### config.mk
export PLATFORM = sky130hd
export DESIGN_NAME = decod_scan
export DESIGN_NICKNAME = d
export VERILOG_FILES = /design/src/rtl/decod_scan.sv
export SDC_FILE = /design/constraint.sdc
export NUM_CORES = 1
export LEC_CHECK = 0
export ABC_AREA = 1
export ABC_CLOCK_PERIOD_IN_PS = 1740
export BUFFER_PORTS_ARGS = -buffer_cell sky130_fd_sc_hd__buf_4
export CAP_MARGIN = 25
export CORE_AREA = 3 3 56 48
export CTS_CLUSTER_DIAMETER = 40
export DETAILED_ROUTE_END_ITERATION = 8
export DIE_AREA = 0 0 59 51
export HOLD_SLACK_MARGIN = 0.12
export PLACE_DENSITY_LB_ADDON = 0.1
export SETUP_SLACK_MARGIN = 0.1
export SKIP_CTS_REPAIR_TIMING = 1
export SYNTH_ARGS = -nofsm -noshare
export SYNTH_HDL_FRONTEND = slang
export SYNTH_SLANG_ARGS = --single-unit
### constraint.sdc
create_clock -name clk -period 1.74 [get_ports clk]
set_input_delay 0.087 -clock clk [delete_from_list [all_inputs] [get_ports clk]]
set_output_delay 0.087 -clock clk [all_outputs]
set_load 0.005 [all_outputs]
### src/rtl/decod_scan.sv
// decod_scan: registered N-to-2^N one-hot decoder with enable, output polarity select
// and an auto-scan mode driven by an internal prescaler and index counter.
module decod_scan #(
    parameter int N          = 3,
    parameter int DIV        = 4,
    parameter bit ACTIVE_LOW = 1'b0
) (
    input  logic                clk,
    input  logic                rst_n,
    input  logic                en,
    input  logic                mode,
    input  logic [N-1:0]        sel,
    output logic [(1<<N)-1:0]   y,
    output logic [N-1:0]        idx,
    output logic                wrap
);
    localparam int W  = 1 << N;
    localparam int PW = DIV > 1 ? $clog2(DIV) : 1;
    localparam logic [PW-1:0] LAST = PW'(DIV - 1);
    localparam logic [W-1:0]  OFF  = {W{ACTIVE_LOW}};

    typedef enum logic [1:0] {IDLE, DIRECT, SCAN} state_t;

    state_t         state, nxt;
    logic [PW-1:0]  pre, pre_d;
    logic [N-1:0]   idx_d;
    logic           wrap_d;
    logic [W-1:0]   y_d;

    always_ff @(posedge clk or negedge rst_n)
        if (!rst_n) state <= IDLE;
        else        state <= nxt;

    always_comb nxt = !en ? IDLE : (mode ? SCAN : DIRECT);

    // Next register values are decided from the incoming state so every output lands one edge after its cause.
    always_comb begin
        idx_d  = idx;
        pre_d  = '0;
        wrap_d = 1'b0;
        if (nxt == DIRECT)
            idx_d = sel;
        else if (nxt == SCAN && state != SCAN)
            idx_d = '0;
        else if (nxt == SCAN && pre == LAST) begin
            idx_d  = idx + 1'b1;
            wrap_d = &idx;
        end
        else if (nxt == SCAN)
            pre_d = pre + 1'b1;
        y_d = (nxt == IDLE) ? OFF : OFF ^ (W'(1) << idx_d);
    end

    always_ff @(posedge clk or negedge rst_n)
        if (!rst_n) begin
            idx  <= '0;
            pre  <= '0;
            wrap <= 1'b0;
            y    <= OFF;
        end else begin
            idx  <= idx_d;
            pre  <= pre_d;
            wrap <= wrap_d;
            y    <= y_d;
        end
endmodule

Yosys cells after proc, flatten, opt, wreduce, memory -nomap -nowiden
Cells that the tools add are included.
{"block": "totals", "reg_bits": 16, "in_bits": 7, "out_inout_bits": 12, "wordCells": 29}
{"block": "op_classes", "addsub": 2, "n_eq_ne": 4, "n_shift": 1, "muxes": 13, "reduce_logical": 4}
{"cell": "$mux 2", "count": 6}
{"cell": "$mux 3", "count": 3}
{"cell": "$mux 8", "count": 1}
{"cell": "$shl 1x3->8 const A", "count": 1}
{"cell": "$eq 2x2->1 const B", "count": 2}
{"cell": "$add 3x1->3 const B", "count": 1}
{"cell": "$mux 1", "count": 3}
{"cell": "$reduce_and 3->1", "count": 1}
{"cell": "$add 2x1->2 const B", "count": 1}
{"cell": "$eq 2x1->1 const B", "count": 1}
{"cell": "$logic_and 1x1->1", "count": 2}
{"cell": "$logic_not 2->1", "count": 1}
{"cell": "$ne 2x2->1 const B", "count": 1}

Longest topological paths before layout
Gate-level depths: netlist of run 1.
{"block": "depth", "ltp_word": 9, "depth_mapped": 8, "ltp_nobuf": 8}

Least setup slack after synthesis of run 1
Ideal clock, no wire load.
{"block": "synth_path", "kind": "flip-flop to flip-flop", "startpoint": "register idx[0]", "endpoint": "register y[4]", "setup_ns": 0.119, "arrival_time_ns": 1.291, "setup_slack_ns": 0.330, "path_stages_with_launch": 8, "n_path_buf": 0, "path_cell_list": "dfrtp_1 ha_1 ha_1 nand3b_1 nand3_1 nand2_1 nand2_1 nor2_1"}
{"block": "synth_between", "elab_chain_cells": 6}
{"element": "from (decl)", "line_no": "14", "text": "output logic [N-1:0] idx,"}
{"element": "from (signal assigned)", "line_no": "61", "text": "idx <= idx_d;"}
{"element": "$add 3x1->3", "line_no": "46", "text": "idx_d = idx + 1'b1;"}
{"element": "$mux 3", "line_no": "45", "text": "else if (nxt == SCAN && pre == LAST) begin"}
{"element": "$mux 3", "line_no": "43", "text": "else if (nxt == SCAN && state != SCAN)"}
{"element": "$mux 3", "line_no": "41", "text": "if (nxt == DIRECT)"}
{"element": "named net idx_d[2]", "line_no": "26", "text": "logic [N-1:0] idx_d;"}
{"element": "$shl 1x3->8", "line_no": "51", "text": "y_d = (nxt == IDLE) ? OFF : OFF ^ (W'(1) << idx_d);"}
{"element": "$mux 8", "line_no": "51"}
{"element": "named net y_d[4]", "line_no": "28", "text": "logic [W-1:0] y_d;"}
{"element": "to (signal assigned)", "line_no": "64", "text": "y <= y_d;"}
{"element": "to (decl)", "line_no": "13", "text": "output logic [(1<<N)-1:0] y,"}
The timed path passes the listed nets, and every way through them passes these cells.

Final worst setup path of run 1
{"block": "layout_path", "startpoint": "register idx[0]", "endpoint": "register y[1]"}
{"block": "layout_between", "elab_chain_cells": 6}
{"element": "$add 3x1->3", "line_no": "46"}
{"element": "$mux 3 *", "line_no": "45"}
{"element": "$mux 3 *", "line_no": "43"}
{"element": "$mux 3 *", "line_no": "41"}
{"element": "$shl 1x3->8 *", "line_no": "51"}
{"element": "$mux 8 *", "line_no": "51"}
{"element": "named net y_d[1]", "line_no": "28"}
The timed path passes the listed nets; every way through them passes the cells marked *.

==> impl_metrics.ini, run 1 <==
[grt]
antenna_found_initial = 0
grt_pass1_vias = 525
overflow = 0
grt_util_all_layers_pct = 10.9
grt_first_pass_wirelength_um = 2440
grt_max_degree = 17

[routing]
first_pass_iters = 4
routed_via_density = 4.35
vias = 548
wl_per_cell_um = 11.3
ant_nets = 0
drc = 0
drtIter0Drc = 11
routed_wl_um = 1420

[timing]
slew_violations = 0
setup_viol = 0
tightest_slew_ns = 0.205
relSlewSlack_pct = 86.4
period_share_pct = 86.4
rsz0062_at_grt = no
finalCriticalPeriod_ns = 1.50
finClkSkew_ns = 0.00398
final-hold-violation-count = 0
max_freq_mhz = 665
tns_ns = 0
hold_slack_ns = 0.126

[floorplanning]
num_rows = 15
pin_count = 19
start_util_pct = 34.9
die_x_um = 59
die_h_um = 51
core_area_um2 = 2140
die-area_um2 = 3010

[setup_path]
cp.arrival_ns = 1.71
path_max_fanout = 4
required_ns = 1.95
critPathSlowestCell = dfrtp_1
start_kind = flip-flop
endpoint_kind = flip-flop
cp_top_family = simple AND/OR/NAND/NOR gates
slowest_delay_ns = 0.42
cp_cell_sequence = ha_1 -> ha_1 -> nand3b_1 -> nand3_1 -> nand3_1 -> nor2_1
worst-setup-path-type = reg2reg
critPathBufInv = 0

[clock_tree]
cts_max_path_buffers = 2
cts_sinks = 16
cts_tree = built
clk_latency_ns = 0.28
htree_levels = 1
clockRootBuffer = clkbuf_4
cts_buffers = 3
clkTransAtPathRegs_ns = 0.09

[power_and_ir_drop]
power.density_nw_per_um2 = 787
p_int_uw = 582
p_sw_uw = 198
peakVddDrop_mv = 0.522
seqPwrFrac_pct = 51.3
p_clk_share_pct = 30.5
p_leak_uw = 0.000529
p_sw_share_pct = 25.4
power_frac_comb_pct = 18.2

[run_status]
outcome = finished clean

[placed_design]
dpl.hpwl_um = 1140
finalWeightedCongestion = 0.733
place_area_um2 = 912
portBuffers = 18

[layout]
drive_gt1_share_pct = 37.6
n_antenna_cell = 0
final_area_um2 = 991
final_nets = 112
areaGrowthSynthToFinish_pct = 32.9

[worst_hold_path]
hp-class = in2reg

[logic_synthesis]
synthesis.instances = 75
ys_seq_elements = 16
synth-seq-area-share_pct = 53.7
syn-num-nets = 85
yosysWarningCount = 0
avgSynthCellArea_um2 = 9.94
synth.cell_area_um2 = 746
synthDistinctLibCells = 17

[flow_run]
cap_violations = 0
## worst min-delay path, cell delays in order
cell and delay (ns):
buf_4 0.14, nand2_1 0.09, inv_2 0.05
## area by class of cell
type	instances	area, um^2
Clock buffer	4	36.3
Fill cell	219	1150
Inverter	12	45.0
Multi-Input combinational cell	47	303
Sequential cell	16	400
Tap cell	25	31.3
Timing Repair Buffer	22	175
## path summary, 6_finish.rpt
check,start,end,slack (ns),cells past startpoint
worst max-delay path,idx[0],y[1],0.24,6
worst min-delay path,en,state[1],0.13,3
worst max register to register,idx[0],y[1],0.24,6
worst min register to register,pre[0],pre[0],0.44,1
max in group asynchronous,rst_n,y[5],1.37,2
min in group asynchronous,rst_n,idx[0],0.19,2
## cell usage after synthesis
master	instances	area (um^2)
dfrtp_1	16	400
nand4_1	2	12.5
or3_1	1	6.26
nor2_1	10	37.5
ha_1	3	37.5
nor2_2	4	25.0
nand2_1	13	48.8
nand2_2	2	12.5
nand3b_1	1	7.51
inv_1	9	33.8
nand2_4	1	11.3
inv_2	3	11.3
o21bai_1	1	7.51
nand3_1	3	15.0
o21bai_4	2	37.5
nor2_4	3	33.8
nor3b_1	1	7.51
## state kept, by name, summed over array words and instances (netlist names)
signal	flops
idx	3
pre	2
state	2
wrap	1
y	8
## stage by stage
stage / setup slack [ns] / instances / utilization, % / power, uW
final: 0.236 / 126 / 46.3 / 780
after global routing: 0.131 / 126 / 46.3 / 824
after CTS: 0.203 / 122 / 44.3 / 788
after detailed placement: 0.224 / 118 / 42.6 / 545
after global placement: 0.236 / 118 / 42.6 / 543
after floorplan: 0.330 / 75 / - / 482
## power groups by stage
stage,clock network (uW),registers [uW],logic [uW]
final,238,400,142
after global routing,261,402,161
after CTS,250,400,138
after detailed placement,0,407,137
after global placement,0,407,136
after floorplan,0,408,74.6
## layout by cell type, fill, tap and decap left out
cell	Yosys	final
nand2_2	2	3
o21bai_4	2	2
clkbuf_8	0	1
inv_2	3	3
nand3b_1	1	1
ha_1	3	3
nand2_4	1	1
nand2_1	13	12
buf_4	0	18
nand4_1	2	2
inv_1	9	9
dlygate4sd3_1	0	4
or3_1	1	1
nand3_1	3	3
clkbuf_4	0	3
nor2_1	10	10
o21bai_1	1	1
dfrtp_1	16	16
nor2_4	3	3
nor3b_1	1	1
nor2_2	4	4
## logic make-up after synthesis
kind of cell	synth area share [%]
adder cells (fa/ha/maj)	5.03
AO/OA/AOI/OAI	6.04
flip-flops	53.7
buffers and inverters	6.04
AND/OR/NAND/NOR	29.2
## routing by layer
| metal | wire, um | share of wire, % | track usage [%] |
|---|---|---|---|
| met2 | 633 | 44 | 16.4 |
| met1 | 674 | 47 | 14.8 |
| met4 | 21 | 1.5 | 2.26 |
| met3 | 94 | 6.6 | 4.04 |
| met5 | 0 | 0 | 0 |
No activity file was read; power rests on OpenSTA's default activity.
==> inputs of run 2 (changes only) <==
--- a/config.mk
+++ b/config.mk
@@ -6,7 +6,7 @@
 export NUM_CORES = 1
 export LEC_CHECK = 0
 export ABC_AREA = 1
-export ABC_CLOCK_PERIOD_IN_PS = 1740
+export ABC_CLOCK_PERIOD_IN_PS = 1600
 export BUFFER_PORTS_ARGS = -buffer_cell sky130_fd_sc_hd__buf_4
 export CAP_MARGIN = 25
 export CORE_AREA = 3 3 56 48
@@ -17,6 +17,7 @@
 export PLACE_DENSITY_LB_ADDON = 0.1
 export SETUP_SLACK_MARGIN = 0.1
 export SKIP_CTS_REPAIR_TIMING = 1
+export SLEW_MARGIN = 20
 export SYNTH_ARGS = -nofsm -noshare
 export SYNTH_HDL_FRONTEND = slang
 export SYNTH_SLANG_ARGS = --single-unit
==> constraint.sdc (replaced) <==
create_clock -name clk -period 1.6 [get_ports clk]
set_input_delay 0.08 -clock clk [delete_from_list [all_inputs] [get_ports clk]]
set_output_delay 0.08 -clock clk [all_outputs]
set_load 0.005 [all_outputs]
==> run 2 against run 1 <==
Routed wire length rose by 2.6%. Fmax up 5.8%. Sequential cell count stayed put. Setup slack got worse by 0.058 ns. Register-to-register slack worse by 0.06 ns. First-iteration DRC count down 36%. Worst hold slack got worse by 0.0011 ns. Die area unchanged. Critical path depth rose by 1. Critical path type unchanged.
==> impl_metrics.ini, run 2 (synthesis results as in run 1) <==
[clock_tree]
clkTransAtPathRegs_ns = 0.09
clk_latency_ns = 0.28
htree_levels = 1
cts_sinks = 16
cts_tree = built
clockRootBuffer = clkbuf_4
cts_buffers = 3
cts_max_path_buffers = 2

[power_and_ir_drop]
power_uw = 865
p_clk_share_pct = 29.6
peakVddDrop_mv = 0.571
seqPwrFrac_pct = 50.3
power_frac_comb_pct = 20.1
p_int_uw = 641
p_sw_share_pct = 26.0
p_sw_uw = 225
p_leak_uw = 0.000538
power.density_nw_per_um2 = 819

[layout]
areaGrowthSynthToFinish_pct = 41.6
layout_commonest_cell = buf_4
largest_reg_flops = 8
fill_cells = 210
final_cell_mix = buf_4, dfrtp_1, nand2_1
fin_cells = 127
reg.largest.list = y: 8 flops, idx: 3 flops
n_antenna_cell = 0
final_area_um2 = 1060
final_nets = 113
top_register = y
drive_gt1_share_pct = 48.0

[setup_path]
cp_cell_sequence = ha_2 -> ha_4 -> nand3b_1 -> nand3_2 -> nand2_2 -> nand2_4 -> nor2_4
critPathSlowestCell = dfrtp_1
r2r-end = y[6]
path_max_fanout = 4
cp.arrival_ns = 1.65
endpoint = y[6]
reg2regPathDepth = 7
r2r_slack_ns = 0.18
r2r_start = idx[1]
required_ns = 1.82
startpoint = idx[1]
worst-setup-path-type = reg2reg
slowest_delay_ns = 0.41
start_kind = flip-flop
endpoint_kind = flip-flop

[timing]
tns_ns = 0
tightest_slew_ns = 0.205
final-hold-violation-count = 0
slew_violations = 0
finalCriticalPeriod_ns = 1.42
rsz0062_at_grt = yes
hold_slack_ns = 0.125
relSlewSlack_pct = 86.3
max_freq_mhz = 703
finClkSkew_ns = 0.00496
setup_viol = 0
period_share_pct = 88.9

[floorplanning]
die_h_um = 51
die_x_um = 59
start_util_pct = 34.9
core_area_um2 = 2140
num_rows = 15
pin_count = 19
die-area_um2 = 3010

[routing]
met1Wirelength_um = 653
vias = 551
routed_via_density = 4.34
first_pass_iters = 2
dr.max_layer_used = met4
wl_per_cell_um = 11.5
drc = 0
drtIter0Drc = 7
wl_met2_um = 694
routed_wl_um = 1460
wl_met3_um = 91
ant_nets = 0

[grt]
overflow = 0
grt_pass1_vias = 525
grt_first_pass_wirelength_um = 2440
antenna_found_initial = 0
grt_max_degree = 17
grt_util_all_layers_pct = 10.9

[flow_run]
cap_violations = 0

[worst_hold_path]
hp-class = in2reg

[placed_design]
place_area_um2 = 912
finalWeightedCongestion = 0.733
placed_cells = 118
dpl.hpwl_um = 1140
portBuffers = 18

[run_status]
outcome = finished clean
## run 2: layout make-up
type	count	area (um^2)	area share, %
timing repair buffer	23	183	17.3
inverter	12	45.0	4.27
multi-input combinational	47	360	34.1
clock buffer	4	36.3	3.44
sequential	16	400	37.9
tap	25	31.3	2.96
## run 2: worst min path at each step
stage                         to  slack [ns]  start  depth (start not counted)
final                       y[5]        0.12     en                          3
after floorplan           idx[0]       -0.22  rst_n                          0
after detailed placement  pre[0]       -0.05  rst_n                          1
after global placement    pre[0]       -0.05  rst_n                          1
after global routing        y[5]        0.13     en                          3
after CTS                 pre[1]       -0.37  rst_n                          1
## run 2: through the flow
step | setup slack [ns] | util (%)
4_1_cts | 0.0630 | 44.3
3_5_place_dp | 0.0843 | 42.6
5_1_grt | 0.0877 | 49.4
2_1_floorplan | 0.190 | -
3_3_place_gp | 0.0956 | 42.6
6_report | 0.178 | 49.4
## run 2: metal layers
metal | GRT usage, % | up-vias
met5 | 0 | -
met4 | 2.26 | 0
met3 | 4.04 | 2
met2 | 16.4 | 14
met1 | 14.8 | 247
li1 | - | 288
## run 2: worst max-delay path, delay by kind of cell, from the launching register on
kind,cells,cell delay [ns]
and+or+nand+nor,5,0.51
DFF,1,0.41
adders and majority gates,2,0.46
## run 2: power groups by stage
stage / clock network [uW] / registers [uW] / logic [uW]
finish: 256 / 435 / 174
global route: 284 / 437 / 198
CTS: 272 / 435 / 150
detailed placement: 0 / 443 / 149
global placement: 0 / 442 / 148
floorplan: 0 / 443 / 81.1
